**config.mk**
```make
export PLATFORM = sky130hd
export DESIGN_NAME = rggen_register_access_adapter
export DESIGN_NICKNAME = d
export VERILOG_FILES = /design/src/rtl/rggen_register_access_adapter.sv
export SDC_FILE = /design/constraint.sdc
export NUM_CORES = 1
export LEC_CHECK = 0
export CORE_ASPECT_RATIO = 1.75
export CORE_MARGIN = 5
export CORE_UTILIZATION = 44
export CTS_CLUSTER_DIAMETER = 40
export DETAILED_ROUTE_END_ITERATION = 8
export PLACE_DENSITY = 0.86
export SLEW_MARGIN = 10
export SYNTH_ARGS = -nofsm -noshare
export SYNTH_HDL_FRONTEND = slang
export SYNTH_SLANG_ARGS = --single-unit
```
**constraint.sdc**
```tcl
create_clock -name i_clk -period 6.26 [get_ports i_clk]
set_clock_uncertainty 0.15 [all_clocks]
set_input_delay 0.939 -clock i_clk [delete_from_list [all_inputs] [get_ports i_clk]]
set_output_delay 0.939 -clock i_clk [all_outputs]
set_load 0.03 [all_outputs]
```
**src/rtl/rggen_register_access_adapter.sv**
```systemverilog
// Register access adapter: turns one valid/ready bus request into a single
// register access broadcast to all slices, then returns one response.
// Only one access is outstanding at any time.
module rggen_register_access_adapter #(
    parameter int                   ADDRESS_WIDTH     = 8,
    parameter int                   BUS_WIDTH         = 32,
    parameter int                   REGISTER_COUNT    = 1,
    parameter int                   ERROR_STATUS      = 1,
    parameter int                   TIMEOUT           = 0,
    parameter logic [BUS_WIDTH-1:0] DEFAULT_READ_DATA = '0
) (
    input  logic                                i_clk,
    input  logic                                i_rst,
    input  logic                                i_req_valid,
    output logic                                o_req_ready,
    input  logic [ADDRESS_WIDTH-1:0]            i_req_address,
    input  logic                                i_req_write,
    input  logic [BUS_WIDTH-1:0]                i_req_data,
    input  logic [BUS_WIDTH/8-1:0]              i_req_strobe,
    output logic                                o_rsp_valid,
    input  logic                                i_rsp_ready,
    output logic [BUS_WIDTH-1:0]                o_rsp_data,
    output logic [1:0]                          o_rsp_status,
    output logic                                o_reg_valid,
    output logic [ADDRESS_WIDTH-1:0]            o_reg_address,
    output logic                                o_reg_write,
    output logic [BUS_WIDTH-1:0]                o_reg_data,
    output logic [BUS_WIDTH/8-1:0]              o_reg_strobe,
    input  logic [REGISTER_COUNT-1:0]           i_reg_active,
    input  logic [REGISTER_COUNT-1:0]           i_reg_ready,
    input  logic [2*REGISTER_COUNT-1:0]         i_reg_status,
    input  logic [BUS_WIDTH*REGISTER_COUNT-1:0] i_reg_data
);

    localparam int STRB_W = BUS_WIDTH / 8;
    localparam int CNT_W  = (TIMEOUT > 0) ? $clog2(TIMEOUT + 1) : 1;
    localparam bit TO_EN  = (TIMEOUT != 0);
    localparam bit ERR_EN = (ERROR_STATUS != 0);

    // Last counter value before the timeout fires; unused when TO_EN is 0.
    localparam logic [CNT_W-1:0] CNT_LAST = CNT_W'(TIMEOUT - 1);
    localparam logic [CNT_W-1:0] CNT_MAX  = '1;

    localparam logic [1:0] ST_OKAY   = 2'b00;
    localparam logic [1:0] ST_SLVERR = 2'b10;
    localparam logic [1:0] ST_DECERR = 2'b11;

    typedef enum logic [1:0] {
        IDLE    = 2'd0,
        ACCESS  = 2'd1,
        RESPOND = 2'd2
    } state_t;

    state_t                   r_state;
    state_t                   w_next_state;

    logic                     r_req_ready;
    logic                     r_rsp_valid;
    logic [BUS_WIDTH-1:0]     r_rsp_data;
    logic [1:0]               r_rsp_status;
    logic                     r_reg_valid;
    logic [ADDRESS_WIDTH-1:0] r_reg_address;
    logic                     r_reg_write;
    logic [BUS_WIDTH-1:0]     r_reg_data;
    logic [STRB_W-1:0]        r_reg_strobe;
    logic [CNT_W-1:0]         r_count;

    logic                     w_hit;
    logic                     w_done;
    logic                     w_timeout;
    logic [BUS_WIDTH-1:0]     w_or_data;
    logic [1:0]               w_or_status;
    logic                     w_accept;
    logic                     w_capture;
    logic                     w_rsp_done;
    logic [BUS_WIDTH-1:0]     w_cap_data;
    logic [1:0]               w_cap_status;

    // Collect decode/completion from all slices; simultaneous hits are ORed.
    always_comb begin
        w_hit       = |i_reg_active;
        w_done      = |(i_reg_active & i_reg_ready);
        w_or_data   = '0;
        w_or_status = '0;
        for (int i = 0; i < REGISTER_COUNT; i++) begin
            if (i_reg_active[i] && i_reg_ready[i]) begin
                w_or_data   = w_or_data   | i_reg_data[i*BUS_WIDTH +: BUS_WIDTH];
                w_or_status = w_or_status | i_reg_status[2*i +: 2];
            end
        end
    end

    assign w_timeout  = TO_EN && (r_count == CNT_LAST);
    assign w_accept   = (r_state == IDLE) && i_req_valid && r_req_ready;
    assign w_capture  = (r_state == ACCESS) && (!w_hit || w_done || w_timeout);
    assign w_rsp_done = (r_state == RESPOND) && i_rsp_ready;

    // State register.
    always_ff @(posedge i_clk or posedge i_rst) begin
        if (i_rst) begin
            r_state <= IDLE;
        end else begin
            r_state <= w_next_state;
        end
    end

    // Next-state decode.
    always_comb begin
        w_next_state = r_state;
        case (r_state)
            IDLE:    if (w_accept)   w_next_state = ACCESS;
            ACCESS:  if (w_capture)  w_next_state = RESPOND;
            RESPOND: if (w_rsp_done) w_next_state = IDLE;
            default: w_next_state = IDLE;
        endcase
    end

    // Response value to capture when the access ends: decode miss, slice
    // completion, or timeout, in that priority order.
    always_comb begin
        w_cap_status = ST_SLVERR;
        w_cap_data   = DEFAULT_READ_DATA;
        if (!w_hit) begin
            w_cap_status = ERR_EN ? ST_DECERR : ST_OKAY;
            w_cap_data   = ERR_EN ? DEFAULT_READ_DATA : '0;
        end else if (w_done) begin
            w_cap_status = w_or_status;
            if (!r_reg_write) begin
                w_cap_data = w_or_data;
            end else if (w_or_status[1]) begin
                w_cap_data = DEFAULT_READ_DATA;
            end else begin
                w_cap_data = '0;
            end
        end
    end

    // Registered handshakes, latched request fields, response and counter.
    always_ff @(posedge i_clk or posedge i_rst) begin
        if (i_rst) begin
            r_req_ready   <= 1'b0;
            r_rsp_valid   <= 1'b0;
            r_rsp_data    <= '0;
            r_rsp_status  <= '0;
            r_reg_valid   <= 1'b0;
            r_reg_address <= '0;
            r_reg_write   <= 1'b0;
            r_reg_data    <= '0;
            r_reg_strobe  <= '0;
            r_count       <= '0;
        end else begin
            case (r_state)
                IDLE: begin
                    if (w_accept) begin
                        r_req_ready   <= 1'b0;
                        r_reg_valid   <= 1'b1;
                        r_reg_address <= i_req_address;
                        r_reg_write   <= i_req_write;
                        r_reg_data    <= i_req_data;
                        r_reg_strobe  <= i_req_strobe;
                    end else begin
                        r_req_ready   <= 1'b1;
                    end
                end
                ACCESS: begin
                    if (w_capture) begin
                        r_reg_valid  <= 1'b0;
                        r_count      <= '0;
                        r_rsp_valid  <= 1'b1;
                        r_rsp_data   <= w_cap_data;
                        r_rsp_status <= w_cap_status;
                    end else if (r_count != CNT_MAX) begin
                        r_count <= r_count + CNT_W'(1);
                    end
                end
                RESPOND: begin
                    if (w_rsp_done) begin
                        r_rsp_valid <= 1'b0;
                        r_req_ready <= 1'b1;
                    end
                end
                default: begin
                    r_req_ready <= 1'b0;
                    r_rsp_valid <= 1'b0;
                    r_reg_valid <= 1'b0;
                end
            endcase
        end
    end

    assign o_req_ready   = r_req_ready;
    assign o_rsp_valid   = r_rsp_valid;
    assign o_rsp_data    = r_rsp_data;
    assign o_rsp_status  = r_rsp_status;
    assign o_reg_valid   = r_reg_valid;
    assign o_reg_address = r_reg_address;
    assign o_reg_write   = r_reg_write;
    assign o_reg_data    = r_reg_data;
    assign o_reg_strobe  = r_reg_strobe;

endmodule

```
Word level (Yosys, flattened, before mapping)
Index checks and enable logic that the tools add are counted.
{"block": "totals", "in_bits": 85, "out_inout_bits": 82, "regBits": 84}
{"block": "op_classes", "eq_ne": 5, "bitwise": 4, "n_mux": 20, "n_reduce_logical": 14}
{"op": "2-to-1 mux 32 bit", "count": 4}
{"op": "2-to-1 mux 2 bit", "count": 6}
{"op": "one-hot mux 1 bit (3 select lines)", "count": 3}
{"op": "AND reduction 3 bit", "count": 3}
{"op": "2-to-1 mux 1 bit", "count": 6}
{"op": "inequality test 2 bit (second input constant)", "count": 3}
{"op": "one-hot mux 2 bit (3 select lines)", "count": 1}
{"op": "AND reduction 2 bit", "count": 3}
{"op": "logical AND 1 bit", "count": 5}
{"op": "NOT 1 bit", "count": 3}
{"op": "== test 2 x 1 -> 1 bit (second input constant)", "count": 1}
{"op": "== test 2 bit (second input constant)", "count": 1}
{"op": "logical NOT 2 bit", "count": 1}
{"op": "AND 1 bit", "count": 1}
{"op": "logical NOT 1 bit", "count": 1}
{"op": "logical OR 1 bit", "count": 1}

Logic depth before layout (Yosys ltp)
{"block": "logic_depth", "depth_word": 5, "ltp_mapped": 7, "depth_no_buf": 3}

Worst setup path before layout
Ideal clock, no wire load.
{"block": "synth_path", "kind": "input to register", "start": "input port i_req_valid", "end": "register r_reg_data[10], in the netlist o_reg_data[10]", "required_time_ns": 5.982, "setup_slack_ns": 4.179, "path_stages": 5, "t_arrival_ns": 1.804, "path_cell_list": "nand2_1 nor3_2 buf_4 buf_4 mux2_1"}
{"block": "synth_between", "elab_chain_len": 3}
{"element": "start, declared", "line_no": "14", "rtl": "input logic i_req_valid,"}
{"element": "logical AND 1 bit (2 in a row)", "line_no": "94", "rtl": "assign w_accept = (r_state == IDLE) && i_req_valid && r_req_ready;"}
{"element": "AND reduction 2 bit (no source line)"}
{"element": "end signal, assigned", "line_no": "159", "rtl": "r_reg_data <= i_req_data;"}
{"element": "end, declared", "line_no": "64", "rtl": "logic [BUS_WIDTH-1:0] r_reg_data;"}
No other way between the ends.
A chain may end at the register's enable or synchronous reset.

Final worst setup path
{"block": "layout_path", "start": "input port i_req_valid", "end": "register r_reg_data[30], in the netlist o_reg_data[30]"}
The elaborated chain is that of the path after synthesis.

==> results_dict.tcl <==
set metrics [dict create \
    use_met1_pct 21.1 \
    clk_path_buf_depth 2 \
    cts_buffers 9 \
    tightest_slew_ns 1.04 \
    yosys.cell_count.top_type "dfrtp_1" \
    clock_root_buffer_master "clkbuf_16" \
    postRouteAntennaNets 0 \
    global_route.peak_usage_layer "met2" \
    standard_cell_row_count 42 \
    die_width_um 76.8 \
    die-area_mm2 0.00975 \
    synth.yosys.seq_area_share_pct 61.2 \
    most_common_flop_cell_mapped_by_yosys "dfrtp_1" \
    grt_remaining_overflow 0 \
    post_synth_main_area_contributors "dfrtp_1 (61%), mux2_2 (9.2%), nand4_1 (5.8%), mux2_1 (5.6%), o21ai_2 (4.6%)" \
    postSynthCellCount 271 \
    path_max_fanout 25 \
    synth.top_cells.by_count "dfrtp_1 (84), inv_1 (34), nand4_1 (32), mux2_2 (28), o21ai_2 (18)" \
    worstPathArrival_ns 3.09 \
    num_antenna_cells 0 \
    hold_class "flip-flop to flip-flop" \
    number_of_antenna_violations_at_the_first_check_in_global_routing 0 \
    coreArea_mm2 0.00762 \
    first_global_vias 3048 \
    grt_first_pass_wirelength_mm 15.6 \
    use_met3_pct 5.04 \
    post_drt_via_cell_ratio 5.28 \
    synth_nets 356 \
    synth_area_leader_cell "dfrtp_1" \
    report.final.hold_viol_count 0 \
    synth-edff-count 0 \
    post_cts_resize_count 0 \
    power_frac_comb_pct 52.3 \
    cts_num_sinks 84 \
    detailedPlacementHpwl_mm 6.90 \
    power.total_w 0.00316 \
    cts_post_setup_buffers_inserted 0 \
    clock_insertion_delay_worst_skew_ns 0.33 \
    synth_area_per_cell_um2 12.7 \
    drt_pre_antenna_iters 5 \
    grt_use_total_pct 20.1 \
    totalWireLength_mm 9.69 \
    async_set_or_reset_flop_fraction_in_the_synthesized_netlist_pct 100 \
    pwr-share-clk_pct 17.0 \
    place_inst 508 \
    floorplan.io_pins 167 \
    initial_core_util_pct 45.1 \
    timing.final.crit_share_pct 48.4 \
    max_cap_violations 0 \
    register_bit_total_from_synthesis 84 \
    timing.setup.critical_path_class "input port to flip-flop" \
    post_route_drc 0 \
    timing.critical_path.required_ns 6.32 \
    r2r.worst_path.cells 3 \
    pwr-share-seq_pct 30.7 \
    dieHeight_um 127 \
    grt_start_max_net_pins 85 \
    synthesis.yosys.warnings 0 \
    via_count 2764 \
    fmax_ghz 0.330 \
    cellPowerDensity_mw_per_mm2 582 \
    portion_of_synthesized_cell_area_occupied_by_the_leading_cell_type_pct 61.2 \
    buffer_ports.inserted 166 \
    grt_util_met2_pct 35.4 \
    area.growth.synth_to_final_pct 57.9 \
    cts_max_level 3 \
    timing.slew.headroom_pct 30.4 \
    total_switching_power_w 0.00129 \
    critical_path_endpoint_category "flip-flop" \
    netlist_area_pre_place_mm2 0.00344 \
    report.final.setup_viol 0 \
    cts_tree "built" \
    outcome "completed" \
    post-route-min-period_ns 3.03 \
    total_negative_slack_for_setup_checks_ns 0 \
    vdd_ir_drop_max_uv 305 \
    internal_power_w 0.00187 \
    unrepaired_setup_endpoints_after_global_routing "no" \
    startpoint_type "input port" \
    cts_hold_repair.buffers 0 \
    path_clk_slew_ns 0.06 \
    ys_types 23 \
    power_switching_share_pct 40.8 \
    drtIter0Drc 137 \
    finish.cell_count_without_fillers 523 \
    n_fill_cell 528 \
    num-nets-final 516 \
    gp_routability_congestion 0.734 \
    hold-path-cell-count 1 \
    post_route_cells_drive_above_1_share_pct 15.6 \
    final_max_slew_viol_count 0 \
    drt-wirelength-per-cell_um 18.5 \
    power.static_leakage_nw 2.26 \
]
[power by group through the flow]
stage	clock network, W	logic (W)	registers (W)
floorplan	0	0.000474	0.00147
global placement	0	0.00163	0.000961
detailed placement	0	0.00166	0.000972
CTS	0.000548	0.00167	0.000971
global route	0.000564	0.00174	0.00101
finish	0.000536	0.00165	0.000970
[cell type report]
cell class / count / area, µm² / area share, %
sequential: 84 / 2100 / 38.7
timing repair buffer: 170 / 1690 / 31.2
clock inverter: 1 / 30.0 / 0.553
clock buffer: 14 / 274 / 5.05
inverter: 34 / 129 / 2.37
tap: 88 / 110 / 2.03
multi-input combinational: 132 / 1090 / 20.1
[worst max-delay path: stages]
cell             delay [ns]
clkdlybuf4s50_1        0.45
nand2_1                0.08
nor3_4                 0.77
buf_4                  0.46
mux2_2                 0.38
[metal layers]
layer / routed length [µm] / vias to the layer above / part of all wire (%)
li1: - / 1248 / -
met1: 3380 / 1373 / 35
met2: 5280 / 114 / 54
met3: 580 / 29 / 6.0
met4: 447 / 0 / 4.6
met5: 0 / - / 0
[layout by cell type, fill, tap and decap left out]
cell type,instances
o21ai_0,2
mux2_1,17
nor2b_2,1
inv_1,33
bufinv_16,1
nand2_1,1
o21ai_2,18
nor2b_4,1
clkdlybuf4s50_1,166
a21oi_1,4
clkinv_2,1
o21bai_1,1
buf_4,4
nand2b_1,1
and2_4,1
nand3b_1,1
o21ai_1,14
clkbuf_16,9
nand4_1,32
nor3_4,1
nor2_1,4
a221oi_1,1
clkbuf_1,2
mux2_2,28
dfrtp_1,84
clkbuf_8,3
a21o_1,4
[registers in the layout, indices dropped and copies added (netlist names)]
register	cells
o_reg_address	8
o_reg_data	32
o_reg_strobe	4
o_reg_valid	1
o_reg_write	1
o_req_ready	1
o_rsp_data	32
o_rsp_status	2
o_rsp_valid	1
r_state	2
[worst paths after layout]
kind | start | to | slack, ns
setup / recovery | i_req_valid | o_reg_data[30] | 3.23
hold / removal | o_reg_data[6] | o_reg_data[6] | 0.33
setup reg to reg | r_state[1] | o_reg_data[30] | 3.79
hold reg to reg | o_reg_data[6] | o_reg_data[6] | 0.33
max in group asynchronous | i_rst | o_reg_data[28] | 4.17
min in group asynchronous | i_rst | o_reg_strobe[0] | 1.11
[cells by family (layout without fill, tap and decap cells)]
family	after synthesis	count (layout)	share of synthesized area, %
DFF	84	84	61.2
buffers and inverters	55	219	7.57
and+or+nand+nor	43	43	7.68
AOI/OAI and AO/OA	44	44	8.85
muxes	45	45	14.7
[per-stage QoR]
step / setup slack (ns) / util (%) / instance area [µm²] / hold slack (ns)
2_1_floorplan: 3.01 / - / 3440 / 0.400
3_3_place_gp: 2.88 / 67.2 / 5120 / 0.312
3_5_place_dp: 2.85 / 67.2 / 5120 / 0.323
4_1_cts: 3.21 / 71.2 / 5420 / 0.338
5_1_grt: 3.05 / 71.2 / 5430 / 0.357
6_report: 3.23 / 71.2 / 5430 / 0.332
Power figures use the tool's default switching activity.
